$ cat src/rtl/ldl_pkg.sv
// Shared types and helpers for the unit-lower-triangular inverse block.
// Latency helpers are parameterised on the matrix dimension n.
package ldl_pkg;

  typedef enum logic [2:0] {
    S_IDLE,
    S_LOAD,
    S_ACC,
    S_WRITE,
    S_DONE
  } state_e;

  function automatic int mac_cycles(input int n);
    return n * (n - 1) * (n + 1) / 6;
  endfunction

  function automatic int elem_count(input int n);
    return n * (n - 1) / 2;
  endfunction

  function automatic int latency(input int n);
    return 1 + mac_cycles(n) + elem_count(n);
  endfunction

  localparam int N_DEF   = 3;
  localparam int M_DEF   = mac_cycles(N_DEF);
  localparam int E_DEF   = elem_count(N_DEF);
  localparam int LAT_DEF = latency(N_DEF);

  // Bit offset of element (i,j) in a row-major packed n x n matrix.
  function automatic int elem_off(
    input int n,
    input int w,
    input int i,
    input int j
  );
    return w * (i * n + j);
  endfunction

endpackage

$ cat src/rtl/ldl_mac.sv
// Signed multiply-accumulate with negate-and-narrow output stage.
// Define UNIT_LOWER_INVERSE_SAT_EN to saturate instead of wrapping.
module ldl_mac #(
  parameter int N = 3,
  parameter int W = 8
) (
  input  logic                clk,
  input  logic                rst,
  input  logic                clr_i,
  input  logic                en_i,
  input  logic signed [W-1:0] a_i,
  input  logic signed [W-1:0] b_i,
  output logic signed [W-1:0] q_o
);

  localparam int AW = 2 * W + $clog2(N);

  logic signed [2*W-1:0] prod;
  logic signed [AW-1:0]  acc_q;
  logic signed [AW-1:0]  acc_d;

  assign prod = (2*W)'(a_i) * (2*W)'(b_i);

  always_comb begin
    acc_d = acc_q;
    if (clr_i) begin
      acc_d = '0;
    end else if (en_i) begin
      acc_d = acc_q + AW'(prod);
    end
  end

  always_ff @(posedge clk or posedge rst) begin
    if (rst) begin
      acc_q <= '0;
    end else begin
      acc_q <= acc_d;
    end
  end

`ifdef UNIT_LOWER_INVERSE_SAT_EN
  logic signed [AW-1:0] neg;
  logic                 ovf;

  assign neg = -acc_q;
  // Fits in W bits only if all bits above the W-bit sign agree with it.
  assign ovf = ~(&neg[AW-1:W-1]) & (|neg[AW-1:W-1]);

  always_comb begin
    q_o = neg[W-1:0];
    if (ovf) begin
      q_o = neg[AW-1] ? {1'b1, {(W-1){1'b0}}}
                      : {1'b0, {(W-1){1'b1}}};
    end
  end
`else
  assign q_o = -acc_q[W-1:0];
`endif

endmodule

$ cat src/rtl/unit_lower_inverse.sv
// Inverse of a unit lower triangular matrix by column-wise forward
// substitution; UNIT_LOWER_INVERSE_SAT_EN selects saturating writes.
module unit_lower_inverse
  import ldl_pkg::*;
#(
  parameter int N = 3,
  parameter int W = 8
) (
  input  logic             clk,
  input  logic             rst,
  input  logic             start,
  input  logic [W*N*N-1:0] L_in,
  output logic             busy,
  output logic             done,
  output logic [W*N*N-1:0] Linv_out
);

  localparam int NB = W * N * N;
  localparam int CW = $clog2(N);

  function automatic logic [NB-1:0] ident_f();
    logic [NB-1:0] r;
    r = '0;
    for (int d = 0; d < N; d++) begin
      r[elem_off(N, W, d, d) +: W] = {{(W-1){1'b0}}, 1'b1};
    end
    return r;
  endfunction

  localparam logic [NB-1:0] IDENT = ident_f();

  state_e              st_q;
  logic [NB-1:0]       l_q;
  logic [NB-1:0]       x_q;
  logic [CW-1:0]       i_q;
  logic [CW-1:0]       j_q;
  logic [CW-1:0]       k_q;
  logic signed [W-1:0] mac_a;
  logic signed [W-1:0] mac_b;
  logic signed [W-1:0] mac_q;
  logic                mac_en;
  logic                mac_clr;

  // X[j][j] is implicitly 1; other X[k][j] were written earlier this column.
  always_comb begin
    mac_a = l_q[elem_off(N, W, int'(i_q), int'(k_q)) +: W];
    mac_b = x_q[elem_off(N, W, int'(k_q), int'(j_q)) +: W];
    if (k_q == j_q) begin
      mac_b = {{(W-1){1'b0}}, 1'b1};
    end
  end

  assign mac_en  = (st_q == S_ACC);
  assign mac_clr = (st_q == S_WRITE) || (st_q == S_LOAD);

  ldl_mac #(
    .N(N),
    .W(W)
  ) u_mac (
    .clk  (clk),
    .rst  (rst),
    .clr_i(mac_clr),
    .en_i (mac_en),
    .a_i  (mac_a),
    .b_i  (mac_b),
    .q_o  (mac_q)
  );

  always_ff @(posedge clk or posedge rst) begin
    if (rst) begin
      st_q <= S_IDLE;
      busy <= 1'b0;
      done <= 1'b0;
      l_q  <= '0;
      x_q  <= IDENT;
      i_q  <= '0;
      j_q  <= '0;
      k_q  <= '0;
    end else begin
      unique case (st_q)
        S_IDLE: begin
          if (start) begin
            l_q  <= L_in;
            st_q <= S_LOAD;
          end
        end
        S_LOAD: begin
          j_q  <= '0;
          i_q  <= CW'(1);
          k_q  <= '0;
          busy <= 1'b1;
          st_q <= S_ACC;
        end
        S_ACC: begin
          if (k_q == i_q - CW'(1)) begin
            st_q <= S_WRITE;
          end else begin
            k_q <= k_q + CW'(1);
          end
        end
        S_WRITE: begin
          x_q[elem_off(N, W, int'(i_q), int'(j_q)) +: W] <= mac_q;
          if (i_q == CW'(N - 1)) begin
            if (j_q == CW'(N - 2)) begin
              busy <= 1'b0;
              done <= 1'b1;
              st_q <= S_DONE;
            end else begin
              j_q  <= j_q + CW'(1);
              i_q  <= j_q + CW'(2);
              k_q  <= j_q + CW'(1);
              st_q <= S_ACC;
            end
          end else begin
            i_q  <= i_q + CW'(1);
            k_q  <= j_q;
            st_q <= S_ACC;
          end
        end
        S_DONE: begin
          done <= 1'b0;
          st_q <= S_IDLE;
        end
        default: begin
          st_q <= S_IDLE;
        end
      endcase
    end
  end

  assign Linv_out = x_q;

endmodule

$ cat config.mk
export PLATFORM = sky130hd
export DESIGN_NAME = unit_lower_inverse
export DESIGN_NICKNAME = d
export VERILOG_FILES = /design/src/rtl/ldl_pkg.sv /design/src/rtl/ldl_mac.sv /design/src/rtl/unit_lower_inverse.sv
export SDC_FILE = /design/constraint.sdc
export NUM_CORES = 1
export LEC_CHECK = 0
export ABC_AREA = 0
export ABC_CLOCK_PERIOD_IN_PS = 6700
export BUFFER_PORTS_ARGS = -buffer_cell sky130_fd_sc_hd__buf_2
export CAP_MARGIN = 0
export CORE_AREA = 2 2 162 124
export DETAILED_ROUTE_END_ITERATION = 8
export DIE_AREA = 0 0 164 126
export PLACE_DENSITY_LB_ADDON = 0.12
export SYNTH_ARGS = -nofsm -noshare
export SYNTH_HDL_FRONTEND = slang
export SYNTH_SLANG_ARGS = --single-unit
$ cat constraint.sdc
create_clock -name clk -period 6.7 [get_ports clk]
set_input_delay 1.34 -clock clk [delete_from_list [all_inputs] [get_ports clk]]
set_output_delay 1.34 -clock clk [all_outputs]
set_load 0.005 [all_outputs]
==> results of run 1 <==
final cells by class:
type | count | share of cell area
clock buffers | 18 | 0.0379
flip-flops and latches | 163 | 0.353
clock inverters | 14 | 0.0155
well taps | 253 | 0.0273
inverters | 60 | 0.0199
multi-input cells | 503 | 0.443
repair buffers | 200 | 0.104
repair_timing:
| item | 4_1_cts | 5_1_grt |
|---|---|---|
| buffers inserted | 6 | 8 |
| gates resized for setup | 21 | 22 |
| pin swaps | 23 | 33 |
| setup endpoints to repair | 1 | 1 |
| hold endpoints to repair | 0 | 0 |
| cloned | 1 | 0 |
stage by stage:
| step | utilization | setup slack (ns) | cell area, um2 | std cells |
|---|---|---|---|---|
| after floorplan | - | 0.0131 | 9410 | 758 |
| after global placement | 0.558 | 0.00502 | 10700 | 1165 |
| after detailed placement | 0.558 | -0.166 | 10700 | 1165 |
| after CTS | 0.599 | 0.00142 | 11400 | 1204 |
| after global routing | 0.606 | -0.210 | 11600 | 1211 |
| final | 0.606 | -0.0175 | 11600 | 1211 |
how the worst min path moves through the flow:
stage                              startpoint             endpoint  slack, ns  cells after the start
after global routing      l_q[59]$_DFFE_PP0P_  l_q[59]$_DFFE_PP0P_       0.51                      1
after CTS                 l_q[59]$_DFFE_PP0P_  l_q[59]$_DFFE_PP0P_       0.50                      1
after global placement       busy$_DFFE_PP0P_     busy$_DFFE_PP0P_       0.48                      2
after detailed placement  l_q[59]$_DFFE_PP0P_  l_q[59]$_DFFE_PP0P_       0.49                      1
after floorplan           l_q[54]$_DFFE_PP0P_  l_q[54]$_DFFE_PP0P_       0.47                      1
final                     l_q[59]$_DFFE_PP0P_  l_q[59]$_DFFE_PP0P_       0.50                      1
cell usage in the layout, fill, tap and decap left out, drive strengths merged, types with 13 or more instances in the layout:
master,count
dfrtp,160
xnor2,21
mux2,149
nand2,47
inv,69
ha,34
mux2i,16
fa,22
o21ai,16
mux4,30
a21oi,13
buf,200
nand3,15
nor2,45
clkbuf,18
layer usage:
| layer | share of wire | wire, um | vias to the layer above |
|---|---|---|---|
| met5 | 0 | 0 | - |
| met4 | 0.0095 | 230 | 0 |
| met3 | 0.054 | 1300 | 20 |
| met2 | 0.46 | 11200 | 174 |
| met1 | 0.48 | 11500 | 3515 |
| li1 | - | - | 3057 |
kinds of logic (layout without fill, tap and decap cells):
group           after synthesis  in the layout  share of synthesized area
compound gates               67             67                     0.0493
xor+xnor                     28             28                     0.0311
fa+ha+maj                    56             56                     0.0922
buf+inv                      92            292                     0.0400
flops                       163            163                      0.435
mux                         195            195                      0.269
simple gates                157            157                     0.0836
flip-flops by register name (all words and copies together) (netlist names):
signal / flops
done: 1
j_q: 2
i_q: 2
k_q: 2
l_q: 72
u_mac.acc_q: 8
st_q: 3
Linv_out: 72
busy: 1
==> key figures, run 1 <==
Clock network
  • Num CTS Buffers: 17
  • CTS tree: yes
  • Hold-fix buffers, CTS: 0
  • Cell chosen for the clock root: clkbuf_16
  • CTS H-Tree Depth: 4
  • Maximum root-to-sink buffer count: 2
  • Later-pin clock latency in the skew report: 0.43 ns
  • Count of clock tree sinks: 163
  • Clock-pin slew on the worst setup and hold paths: 0.07 ns

Logic synthesis
  • Synth Instances: approximately 760
  • Number of distinct standard cells referenced by the synthesized netlist: 61
  • YS warnings: 0
  • Sequential-to-total area share from yosys stat: 0.435
  • Biggest area contributors in the synthesized netlist: dfrtp_1 43%, mux2_2 18%, mux4_2 6.5%
  • Post-synth top area cell: dfrtp_1
  • Top cell types by occurrence after synthesis: 160 x dfrtp_1, 149 x mux2_2, 60 x inv_1
  • Post-synthesis instance area: 9390 um2
  • Leading cell type by number of instances after synthesis: dfrtp_1
  • Synthesized area per cell: 12.4 um2
  • Number of enable-type register cells in the synthesized netlist: 0
  • FFs w/ async S/R, synth: 1.00
  • Synthesis-stage register bit count: 163
  • Post-synth top area share: 0.426
  • Post-synth net total: 889
  • Top flip-flop cell by instance count after synthesis: dfrtp_1

Flow run
  • Number of max-cap violations: 0

Global routing
  • Remaining global-route overflow: 0
  • Met2 usage in global routing: 0.372
  • Initial antenna violation count: 0
  • Global Route Usage Sum: 0.246
  • First-pass GRT wire length: 38.6 mm
  • Via count of the first global-routing pass: 7,045
  • Largest net degree at the start of global routing: 111
  • Global routing met1 resource utilization: 0.369
  • Met3 GRT Util: 0.0484
  • GRT busiest layer: met2

Critical path
  • Launch point of the critical path: j_q[1]$_DFFE_PP0P_
  • Critical Path Source Type: flip-flop
  • Worst r2r src: j_q[1]$_DFFE_PP0P_
  • Worst setup EP type: flip-flop
  • Required arrival time at the worst endpoint: 7.02 ns
  • Most prevalent standard cell on the critical path: xnor2_1
  • Buffering stage count on the worst path with inverters included: 6
  • Critical path's slowest cell: fa_2
  • Slowest Stage Delay on Critical Path: 0.58 ns
  • R2R cell count: 28
  • Crit Reg-Reg Endpoint: u_mac.acc_q[7]$_DFFE_PP0P_
  • Category of the most critical setup path: flip-flop to flip-flop
  • Biggest fanout along the worst timing path: 6
  • CP top delay family: adder cells
  • Endpoint of the worst setup timing path: u_mac.acc_q[7]$_DFFE_PP0P_
  • Crit. path cell count: 28
  • Register-to-Register Setup Slack: -0.02 ns
  • Arr. time, crit path: 7.04 ns

Floorplanning
  • Effective utilization at floorplan: 0.491
  • Die H: 126 um
  • Io pins: 149
  • Overall die width: 164 um
  • Floorplan core area: 19,100 um2
  • Total Die Area: about 21,000 um2
  • Row cnt: 44

Route
  • Wire length after detailed routing: 24.3 mm
  • Number of vias per cell after detailed routing: 5.59
  • Number of nets with antenna violations after detailed routing: 0
  • First drt pass iteration count: 5
  • DRC violation count after routing: 0
  • Wirelength per Cell: 20.1 um
  • Via total after detailed routing: between 6k and 7k
  • Drt initial violations: 385

Finish
  • Antenna Cells: 0
  • Fraction of layout cells with a size suffix above 1: 0.484
  • Sequential cell area: 4080 um2
  • Layout area overhead: 23.3%
  • Fill cell total of the finished layout: roughly 1.5k
  • Multi-input gate area in the final layout: 5120 um2
  • Nets@finish: 1,076

Timing
  • Share of the clock period used by the worst path: 1.00
  • Sum of negative setup slack: -0.0175 ns
  • Hold Worst Slack: 0.503 ns
  • Worst-margin pin slew: between 1 and 1.5 ns
  • Setup repair after global routing missed its margin: yes
  • Number of failing setup endpoints in the final timing report: 1
  • Worst-case headroom to the max-slew limit: 0.270
  • Final worst slack: -0.0175 ns
  • Clock tree skew after final layout: 0.0103 ns
  • Final number of max-transition violations: 0
  • Min cycle time layout: between 6 and 7 ns
  • Hold Vio Cnt, Final: 0
  • Highest Clock Rate: 149 MHz

Placed design
  • HPWL after detailed placement: 18.4 mm
  • Count of buffers from port buffering: 148
  • GPL Wtd Cong: 0.879

Status
  • Status: complete, but fails checks
  • Violated checks: negative setup slack

Worst hold path
  • Type of the tightest min-delay check: flip-flop to flip-flop
Power of run 1 is left out: the tool's default activity adds up to more than one toggle a clock period on the data nets, which glitch-free logic cannot reach.
==> inputs of run 2 (changes only) <==
--- a/config.mk
+++ b/config.mk
@@ -10,9 +10,12 @@
 export BUFFER_PORTS_ARGS = -buffer_cell sky130_fd_sc_hd__buf_2
 export CAP_MARGIN = 0
 export CORE_AREA = 2 2 162 124
+export CTS_CLUSTER_SIZE = 14
 export DETAILED_ROUTE_END_ITERATION = 8
 export DIE_AREA = 0 0 164 126
+export MAX_ROUTING_LAYER = met4
 export PLACE_DENSITY_LB_ADDON = 0.12
+export SLEW_MARGIN = 40
 export SYNTH_ARGS = -nofsm -noshare
 export SYNTH_HDL_FRONTEND = slang
 export SYNTH_SLANG_ARGS = --single-unit
==> key figures, run 2 (synthesized netlist as in run 1, its figures left out) <==
Status
  • Status: complete, but fails checks
  • Violated checks: negative setup slack

Route
  • Number of nets with antenna violations after detailed routing: 0
  • Drt initial violations: 496
  • Wire length after detailed routing: 24.5 mm
  • First drt pass iteration count: 5
  • Wirelength per Cell: 20.2 um
  • Via total after detailed routing: a little under 7k
  • Number of vias per cell after detailed routing: approximately 5.6
  • DRC violation count after routing: 0

Global routing
  • Remaining global-route overflow: 0
  • Largest net degree at the start of global routing: 73
  • First-pass GRT wire length: 39.6 mm
  • Global Route Usage Sum: 0.259
  • Via count of the first global-routing pass: between 7k and 8k
  • Initial antenna violation count: 0

Clock network
  • Count of clock tree sinks: between 150 and 200
  • CTS H-Tree Depth: 4
  • CTS tree: yes
  • Clock-pin slew on the worst setup and hold paths: 0.07 ns
  • Num CTS Buffers: 17
  • Cell chosen for the clock root: clkbuf_16
  • Later-pin clock latency in the skew report: roughly 0.43 ns
  • Maximum root-to-sink buffer count: 2

Critical path
  • Biggest fanout along the worst timing path: 6
  • Worst setup EP type: flip-flop
  • Required arrival time at the worst endpoint: 7.02 ns
  • Critical Path Source Type: flip-flop
  • Category of the most critical setup path: flip-flop to flip-flop
  • Most prevalent standard cell on the critical path: fa_1
  • Critical path's slowest cell: fa_2
  • Slowest Stage Delay on Critical Path: between 0.5 and 0.6 ns
  • Arr. time, crit path: 7.07 ns

Worst hold path
  • Type of the tightest min-delay check: flip-flop to flip-flop

Floorplanning
  • Effective utilization at floorplan: 0.491
  • Row cnt: 44
  • Overall die width: 164 um
  • Die H: roughly 130 um
  • Floorplan core area: 19,100 um2
  • Total Die Area: 20,700 um2
  • Io pins: 149

Timing
  • Setup repair after global routing missed its margin: yes
  • Min cycle time layout: 6.75 ns
  • Worst-margin pin slew: between 0.7 and 0.8 ns
  • Number of failing setup endpoints in the final timing report: 1
  • Hold Vio Cnt, Final: 0
  • Worst-case headroom to the max-slew limit: 0.495
  • Final worst slack: -0.0514 ns
  • Clock tree skew after final layout: 0.0128 ns
  • Final number of max-transition violations: 0
  • Highest Clock Rate: 148 MHz
  • Share of the clock period used by the worst path: 1.01

Finish
  • Layout area overhead: 23.6%
  • Fraction of layout cells with a size suffix above 1: 0.490
  • Final standard cell area without fillers: 11,600 um2
  • Nets@finish: 1,079
  • Post-layout util: 0.608
  • Highest-count cells in the layout ignoring fill and taps: 159 x dfrtp_1, 148 x buf_2, 147 x mux2_2
  • Most common library cell in the layout ignoring fill and taps: dfrtp_1
  • Antenna Cells: 0

Placed design
  • Placement-stage worst setup slack: -0.114 ns
  • Placement-stage cell area: 10,700 um2
  • Count of buffers from port buffering: 148
  • HPWL after detailed placement: around 18 mm
  • GPL Wtd Cong: 0.881

Flow run
  • Number of max-cap violations: 0
run 2: cell type report:
cell class / count / area, um2
Clock inverter: 14 / 168
Fill cell: 1518 / 7500
Tap cell: 253 / 317
Clock buffer: 17 / 425
Inverter: 60 / 230
Sequential cell: 163 / 4080
Timing Repair Buffer: 203 / 1250
Multi-Input combinational cell: 503 / 5130
run 2: path summary, 6_finish.rpt:
kind / start / end / slack (ns) / depth (start not counted)
hold / removal: l_q[59]$_DFFE_PP0P_ / l_q[59]$_DFFE_PP0P_ / 0.50 / 1
setup reg to reg: j_q[1]$_DFFE_PP0P_ / u_mac.acc_q[7]$_DFFE_PP0P_ / -0.05 / 29
hold reg to reg: l_q[59]$_DFFE_PP0P_ / l_q[59]$_DFFE_PP0P_ / 0.50 / 1
min in group asynchronous: rst / l_q[26]$_DFFE_PP0P_ / 0.91 / 2
setup / recovery: j_q[1]$_DFFE_PP0P_ / u_mac.acc_q[7]$_DFFE_PP0P_ / -0.05 / 29
max in group asynchronous: rst / j_q[1]$_DFFE_PP0P_ / 4.76 / 3
run 2: worst max-delay path, delay by kind of cell, from the launching register on:
family                     cells  cell delay [ns]
adders and majority gates      9             3.49
AOI/OAI and AO/OA              4             0.86
xor gates and xnor gates       5             0.85
buffers and inverters          8             0.69
DFF                            1             0.42
muxes                          1             0.19
and+or+nand+nor                2             0.12
run 2: routing by layer:
| layer | up-vias | GRT usage | routed length [um] |
|---|---|---|---|
| met4 | 0 | 0.0475 | 195 |
| met5 | - | - | 0 |
| met1 | 3511 | 0.382 | 11700 |
| met3 | 15 | 0.0507 | 1300 |
| li1 | 3048 | - | - |
| met2 | 207 | 0.378 | 11300 |
run 2: per-stage QoR:
stage / cells / hold slack [ns] / TNS, ns
after floorplan: 758 / 0.472 / 0
after global placement: 1168 / 0.484 / 0
after detailed placement: 1168 / 0.487 / -0.114
after CTS: 1208 / 0.503 / 0
after global routing: 1213 / 0.510 / -0.242
final: 1213 / 0.499 / -0.0514
run 2: timing repair:
item	CTS	global route
gates resized for setup	24	17
setup buffers	8	5
endpoints found under the setup margin	1	1
gates cloned	1	0
pin swaps	23	25
endpoints found under the hold margin	0	0
hold buffers	0	0
Power of run 2 is left out for the same reason.
